==> src/rtl/instr_fetch_unit.sv <==
// Instruction fetch unit: one-word-per-cycle prefetcher into a small {pc, instr} queue.
// Redirects and reset flush the queue and any in-flight response.
module instr_fetch_unit #(
    parameter int INSTR_W = 25,
    parameter int PC_W    = 6,
    parameter int DEPTH   = 4
) (
    input  logic                         clk,
    input  logic                         reset,
    output logic                         imem_req,
    output logic [PC_W-1:0]              imem_addr,
    input  logic [INSTR_W-1:0]           imem_rdata,
    input  logic                         redirect_valid,
    input  logic [PC_W-1:0]              redirect_pc,
    output logic                         instr_valid,
    input  logic                         instr_ready,
    output logic [INSTR_W-1:0]           instr_out,
    output logic [PC_W-1:0]              instr_pc,
    output logic [$clog2(DEPTH+1)-1:0]   count
);
    localparam int CNT_W = $clog2(DEPTH+1);
    localparam int PTR_W = $clog2(DEPTH);
    localparam logic [CNT_W:0] DEPTH_V = (CNT_W+1)'(DEPTH);

    logic [PC_W-1:0]    fetch_pc_reg, fetch_pc_next;
    logic               inflight_reg, inflight_next;
    logic [PC_W-1:0]    inflight_pc_reg, inflight_pc_next;
    logic [PTR_W-1:0]   rd_ptr_reg, rd_ptr_next;
    logic [PTR_W-1:0]   wr_ptr_reg, wr_ptr_next;
    logic [CNT_W-1:0]   count_reg, count_next;

    logic [PC_W-1:0]    pc_mem    [DEPTH];
    logic [INSTR_W-1:0] instr_mem [DEPTH];

    logic [CNT_W:0]     occupancy;
    logic               push;
    logic               pop;

    // In-flight slot is reserved up front, so the queue can never overflow.
    assign occupancy   = {1'b0, count_reg} + {{CNT_W{1'b0}}, inflight_reg};
    assign imem_req    = reset && !redirect_valid && (occupancy < DEPTH_V);
    assign imem_addr   = reset ? fetch_pc_reg : '0;
    assign instr_valid = reset && (count_reg != '0);
    assign instr_out   = instr_valid ? instr_mem[rd_ptr_reg] : '0;
    assign instr_pc    = instr_valid ? pc_mem[rd_ptr_reg] : '0;
    assign count       = reset ? count_reg : '0;

    assign push = reset && inflight_reg && !redirect_valid;
    assign pop  = instr_valid && instr_ready && !redirect_valid;

    always_comb begin
        fetch_pc_next    = fetch_pc_reg;
        inflight_next    = imem_req;
        inflight_pc_next = fetch_pc_reg;
        rd_ptr_next      = rd_ptr_reg;
        wr_ptr_next      = wr_ptr_reg;
        count_next       = count_reg;
        if (redirect_valid) begin
            fetch_pc_next = redirect_pc;
            rd_ptr_next   = '0;
            wr_ptr_next   = '0;
            count_next    = '0;
        end else begin
            if (imem_req) begin
                fetch_pc_next = fetch_pc_reg + PC_W'(1);
            end
            if (push) begin
                wr_ptr_next = wr_ptr_reg + PTR_W'(1);
            end
            if (pop) begin
                rd_ptr_next = rd_ptr_reg + PTR_W'(1);
            end
            case ({push, pop})
                2'b10:   count_next = count_reg + CNT_W'(1);
                2'b01:   count_next = count_reg - CNT_W'(1);
                default: count_next = count_reg;
            endcase
        end
    end

    always_ff @(posedge clk) begin
        if (!reset) begin
            fetch_pc_reg    <= '0;
            inflight_reg    <= 1'b0;
            inflight_pc_reg <= '0;
            rd_ptr_reg      <= '0;
            wr_ptr_reg      <= '0;
            count_reg       <= '0;
        end else begin
            fetch_pc_reg    <= fetch_pc_next;
            inflight_reg    <= inflight_next;
            inflight_pc_reg <= inflight_pc_next;
            rd_ptr_reg      <= rd_ptr_next;
            wr_ptr_reg      <= wr_ptr_next;
            count_reg       <= count_next;
        end
    end

    // Queue storage carries no reset; validity is tracked by count_reg alone.
    always_ff @(posedge clk) begin
        if (push) begin
            pc_mem[wr_ptr_reg]    <= inflight_pc_reg;
            instr_mem[wr_ptr_reg] <= imem_rdata;
        end
    end

endmodule

==> config.mk <==
export PLATFORM = sky130hd
export DESIGN_NAME = instr_fetch_unit
export DESIGN_NICKNAME = d
export VERILOG_FILES = /design/src/rtl/instr_fetch_unit.sv
export SDC_FILE = /design/constraint.sdc
export NUM_CORES = 1
export LEC_CHECK = 0
export ABC_AREA = 1
export BUFFER_PORTS_ARGS = -buffer_cell sky130_fd_sc_hd__buf_4
export CORE_MARGIN = 4
export CORE_UTILIZATION = 60
export DETAILED_ROUTE_END_ITERATION = 16
export GPL_TIMING_DRIVEN = 0
export PLACE_DENSITY = 0.93
export SYNTH_ARGS = -nofsm -noshare
export SYNTH_HDL_FRONTEND = slang
export SYNTH_SLANG_ARGS = --single-unit
==> constraint.sdc <==
create_clock -name clk -period 4.45 [get_ports clk]
set_clock_uncertainty 0.05 [all_clocks]
set_input_delay 0.89 -clock clk [delete_from_list [all_inputs] [get_ports clk]]
set_output_delay 0.89 -clock clk [all_outputs]
set_load 0.01 [all_outputs]
==> results.yml, run 1 <==
status:
  status: "finished, final reports clean"
min_path:
  worstHoldStart: "inflight_pc_reg[4]"
  hp-class: "reg -> reg"
  min_path_cells: 0
detailed_routing:
  antenna_left: 0
  vias: 4271
  drt_iter0_drc: 424
  post_drt_wl_per_cell_um: 18.2
  drc: 0
  vias_per_cell: 5.63
  first_pass_iters: 7
  drt_wl_total_mm: 13.8
logic_synthesis:
  synth-main-ff-cell: "edfxtp_1"
  yosys.area_share.adder: 0.0163
  yosys_warnings: 0
  ys_seq_elements: 146
  muxShareOfSynthArea: 0
  yosys.area_share.simple: 0.135
  syn_area_per_cell_um2: 11.3
  synthXorXnorAreaFrac: 0.00599
  syn_area_um2: 5850
  synthCells: 517
  syn-num-nets: 559
  async_flop_share: 0
  synth_edf_count: 124
  synth_top_family_by_area: "simple AND/OR/NAND/NOR gates"
  synth_compound_area_frac: 0.0903
  yosysUniqueCellTypes: 24
  yosysSeqAreaShare: 0.712
critical_path:
  path_class: "reg -> out"
  startpoint_type: "register"
  path_max_fanout: 10
  reg2reg_depth: 12
  worstReg2RegStart: "count_reg[0]"
  worstPathArrival_ns: 2.20
  end_kind: "output port"
  worstPathRequired_ns: 3.51
floorplanning:
  dieArea_um2: 11400
  start_util: 0.624
  die_width_um: 107
  io_pins: 77
  core_um2: 9370
  die_y_um: 107
  num_rows: 35
timing:
  max_slew_margin: 0.623
  setup-tns-final_ns: 0
  max_freq_mhz: 318
  holdWs_ns: 0.426
  final_max_slew_viol_count: 0
  hold_violations: 0
  setup_slack_ns: 1.31
  tightest_slew_ns: 0.564
  timing.final.crit_share: 0.706
  rsz0062_at_grt: "false"
  min_period_ns: 3.14
  setup_viol: 0
grt:
  grt_pass1_vias: 4311
  antenna_found_initial: 0
  grt_usage: 0.252
  grt_first_pass_wirelength_mm: 21.6
  grt_max_degree: 24
  grt-ovfl-total: 0
placed_design:
  dp.cells: 726
  io_buffers: 76
  pre_cts_ws_ns: 1.55
  hpwl_mm: 8.37
  gp_congestion: 0.844
clock_network:
  post_cts.repair.setup_buffers: 0
  cts_resized: 0
  cts.sinks: 146
  cts_buffers: 17
  ctsHoldBuffers: 0
  path_clk_slew_ns: 0.06
  cts_tree: "yes"
  h-tree-depth: 4
  clockBufferDepth: 2
  clockRootBuffer: "clkbuf_8"
  clock_latency_ns: 0.52
final_layout:
  num_antenna_cells: 0
  nFillCells: 528
  layout-area-overhead-vs-synth_pct: 23.9
  top_register: "instr_mem"
  layout_common_cells: "140 x nor2_1, 124 x edfxtp_1, 76 x buf_4"
  stdcell_count: 758
  largest_reg_flops: 100
  reg.largest.list: "instr_mem x100, pc_mem x24"
  layout_commonest_cell: "nor2_1"
  fin_nets: 658
  drive_gt1_frac: 0.211
flow_run:
  maxCapViolations: 0
power:
  powerDensity_nw_per_um2: 397
  leakage_uw: 0.00282
  peakVddDrop_mv: 0.237
-- worst paths after layout --
check / endpoint / slack (ns)
min: pc_mem[0][4] / 0.43
min reg2reg: pc_mem[0][4] / 0.43
max reg2reg: count_reg[2] / 2.30
max: instr_out[15] / 1.31
-- final cells by class --
class	count	area (µm²)	area share
sequential	146	4160	0.575
multi-input combinational	312	1480	0.204
timing repair buffer	80	673	0.0929
clock buffer	17	414	0.0571
tap	129	161	0.0223
inverter	35	133	0.0183
clock inverter	15	121	0.0167
buffer	24	105	0.0145
-- cells in the mapped netlist (2+ instances only) --
library cell	n	area, µm²
xor2_1	2	17.5
buf_2	11	55.1
o21ai_0	63	315
dfxtp_1	22	440
o21ai_1	5	25.0
xnor2_1	2	17.5
clkbuf_1	12	45.0
inv_1	32	120
nor2_1	144	541
inv_2	2	7.51
nand3_1	11	55.1
nand4_1	2	12.5
a21oi_1	36	180
edfxtp_1	124	3720
nand2_1	35	131
ha_1	6	75.1
-- kinds of logic (layout without fill, tap and decap cells) --
group	after synthesis	count (layout)
compound gates	105	105
simple gates	196	196
flops	146	146
buf+inv	59	171
xor+xnor	4	4
fa+ha+maj	7	7
-- stage by stage --
step                cell area, µm²   util  power (µW)
CTS                           7250  0.773        2880
floorplan                     5850      -        1570
global placement              6580  0.702        1620
finish                        7250  0.773        2880
detailed placement            6710  0.716        1630
global route                  7250  0.773        2950
-- critical path, stage by stage (launching register included) --
cell      delay, ns
dfxtp_1        0.31
buf_2          0.17
inv_2          0.15
clkbuf_1       0.42
o21ai_0        0.24
a21oi_1        0.24
buf_4          0.16
-- layer usage --
layer | track usage | vias up | wire (µm)
met5 | 0 | - | 0
met4 | 0.132 | 0 | 420
met3 | 0.0722 | 43 | 1340
met2 | 0.423 | 262 | 6930
met1 | 0.295 | 2000 | 5070
li1 | - | 1966 | -
-- where the power goes --
part           leakage, µW  switching (µW)  internal (µW)
sequential         0.00130            10.9           1500
clock             0.000251             574            696
combinational      0.00127            54.5           43.1
total              0.00282             639           2240
No activity file was read; power rests on OpenSTA's default activity.
==> inputs of run 2 (changes only) <==
--- a/config.mk
+++ b/config.mk
@@ -8,10 +8,10 @@
 export ABC_AREA = 1
 export BUFFER_PORTS_ARGS = -buffer_cell sky130_fd_sc_hd__buf_4
 export CORE_MARGIN = 4
-export CORE_UTILIZATION = 60
+export CORE_UTILIZATION = 52
 export DETAILED_ROUTE_END_ITERATION = 16
 export GPL_TIMING_DRIVEN = 0
-export PLACE_DENSITY = 0.93
+export PLACE_DENSITY = 0.87
 export SYNTH_ARGS = -nofsm -noshare
 export SYNTH_HDL_FRONTEND = slang
 export SYNTH_SLANG_ARGS = --single-unit
==> constraint.sdc (replaced) <==
create_clock -name clk -period 2.64 [get_ports clk]
set_clock_uncertainty 0.05 [all_clocks]
set_input_delay 0.528 -clock clk [delete_from_list [all_inputs] [get_ports clk]]
set_output_delay 0.528 -clock clk [all_outputs]
set_load 0.01 [all_outputs]
==> results.yml, run 2 (synthesis gave the netlist of run 1 again) <==
grt:
  grt_first_pass_wirelength_mm: 20.6
  grt_pass1_vias: 4239
  grt-ovfl-total: 0
  grt_max_degree: 30
  grt_usage: 0.208
  antenna_found_initial: 0
critical_path:
  reg2reg_depth: 11
  crit_chain: "inv_1, clkbuf_1, nor2_1, o21ai_0, a21oi_1, buf_4"
  reg2reg_slack_ns: 0.49
  worstPathArrival_ns: 1.91
  startpoint_type: "register"
  crit_family: "buffers and inverters"
  slowest_stage: "clkbuf_1"
  worstReg2RegStart: "count_reg[0]"
  critPathBufInv: 3
  path_max_fanout: 10
  worstPathRequired_ns: 2.06
  path_class: "reg -> out"
  end_kind: "output port"
  cp_slowest_stage_delay_ns: 0.48
  worstReg2RegEnd: "count_reg[2]"
timing:
  holdWs_ns: 0.259
  max_slew_margin: 0.599
  max_freq_mhz: 401
  setup_viol: 0
  setup-tns-final_ns: 0
  timing.final.crit_share: 0.944
  tightest_slew_ns: 0.602
  final_max_slew_viol_count: 0
  rsz0062_at_grt: "false"
  hold_violations: 0
  min_period_ns: 2.49
floorplanning:
  start_util: 0.535
  core_um2: 10900
  num_rows: 38
  io_pins: 77
  dieArea_um2: 13000
  die_y_um: 114
  die_width_um: 114
final_layout:
  fin_nets: 658
  num_antenna_cells: 0
  stdcell_count: 769
  largest_reg_flops: 100
  drive_gt1_frac: 0.224
  layout_commonest_cell: "nor2_1"
  layout_common_cells: "140 x nor2_1, 124 x edfxtp_1, 76 x buf_4"
  layout-area-overhead-vs-synth_pct: 25.8
  reg.largest.list: "instr_mem x100, pc_mem x24"
  top_register: "instr_mem"
clock_network:
  path_clk_slew_ns: 0.06
  ctsHoldBuffers: 0
  cts.sinks: 146
  clockRootBuffer: "clkbuf_16"
  clock_latency_ns: 0.41
  h-tree-depth: 4
  cts_tree: "yes"
  clockBufferDepth: 2
  cts_buffers: 17
placed_design:
  io_buffers: 76
  dp.cells: 737
  gp_congestion: 0.826
  hpwl_mm: 8.17
min_path:
  hp-class: "in -> reg"
  worstHoldStart: "imem_rdata[8]"
  whs_endpoint: "instr_mem[3][8]"
  min_path_cells: 1
detailed_routing:
  drt_iter0_drc: 347
  vias_per_cell: 5.36
  vias: 4122
  antenna_left: 0
  post_drt_wl_per_cell_um: 16.9
  drc: 0
  drt_wl_total_mm: 13.0
  first_pass_iters: 7
power:
  leakage_uw: 0.00290
  powerDensity_nw_per_um2: 700
  peakVddDrop_mv: 0.406
flow_run:
  maxCapViolations: 0
status:
  status: "finished, final reports clean"
-- run 2: worst reg2reg max path: cells and delay by family, from the launching register on --
kind | cells | cell delay [ns]
buffers and inverters | 2 | 0.20
adders and majority gates | 2 | 0.52
and+or+nand+nor | 6 | 0.64
AOI/OAI and AO/OA | 1 | 0.24
DFF | 1 | 0.40
-- run 2: worst max-delay path by stage --
stage	startpoint	end	slack, ns	cells after the start
after floorplan	reset	instr_mem[0][0]	-0.02	4
after global placement	redirect_valid	instr_mem[1][18]	-1.24	4
after detailed placement	reset	count_reg[2]	0.22	11
after CTS	register	instr_out[12]	0.01	6
after global routing	register	instr_out[17]	0.001	6
final	register	instr_out[11]	0.15	6
-- run 2: power by group --
group | leakage, µW | total (µW) | internal, µW | switching [µW]
Sequential | 0.00130 | 2540 | 2520 | 18.0
Clock | 0.000316 | 2450 | 1540 | 909
Combinational | 0.00128 | 163 | 73.1 | 89.9
Total | 0.00290 | 5150 | 4130 | 1020
-- run 2: final cells by class --
type | instances | area, µm²
plain buffers | 24 | 113
clock buffers | 24 | 578
clock inverters | 8 | 51.3
fillers | 778 | 3580
inverters | 35 | 133
multi-input cells | 312 | 1480
flip-flops and latches | 146 | 4160
well taps | 140 | 175
repair buffers | 80 | 666
-- run 2: layer usage --
layer	GRT usage	vias to the layer above	wire length, µm
met5	0	-	0
met3	0.0626	18	984
met4	0.0887	0	170
met2	0.354	170	6600
met1	0.245	1966	5240
li1	-	1968	-
-- run 2: timing repair --
action                                 4_1_cts  5_1_grt
setup buffers                                0        0
endpoints found under the hold margin        0        0
resized for setup                            0       12
setup endpoints to repair                    0       19
-- run 2: through the flow --
stage                      util  power, µW  cell area (µm²)  setup slack, ns
after detailed placement  0.614       2750             6720            0.220
after global routing      0.673       5310             7350          0.00148
after global placement    0.603       2740             6590            -1.24
final                     0.673       5150             7350            0.147
after floorplan               -       2650             5850          -0.0217
after CTS                 0.672       5170             7350           0.0146
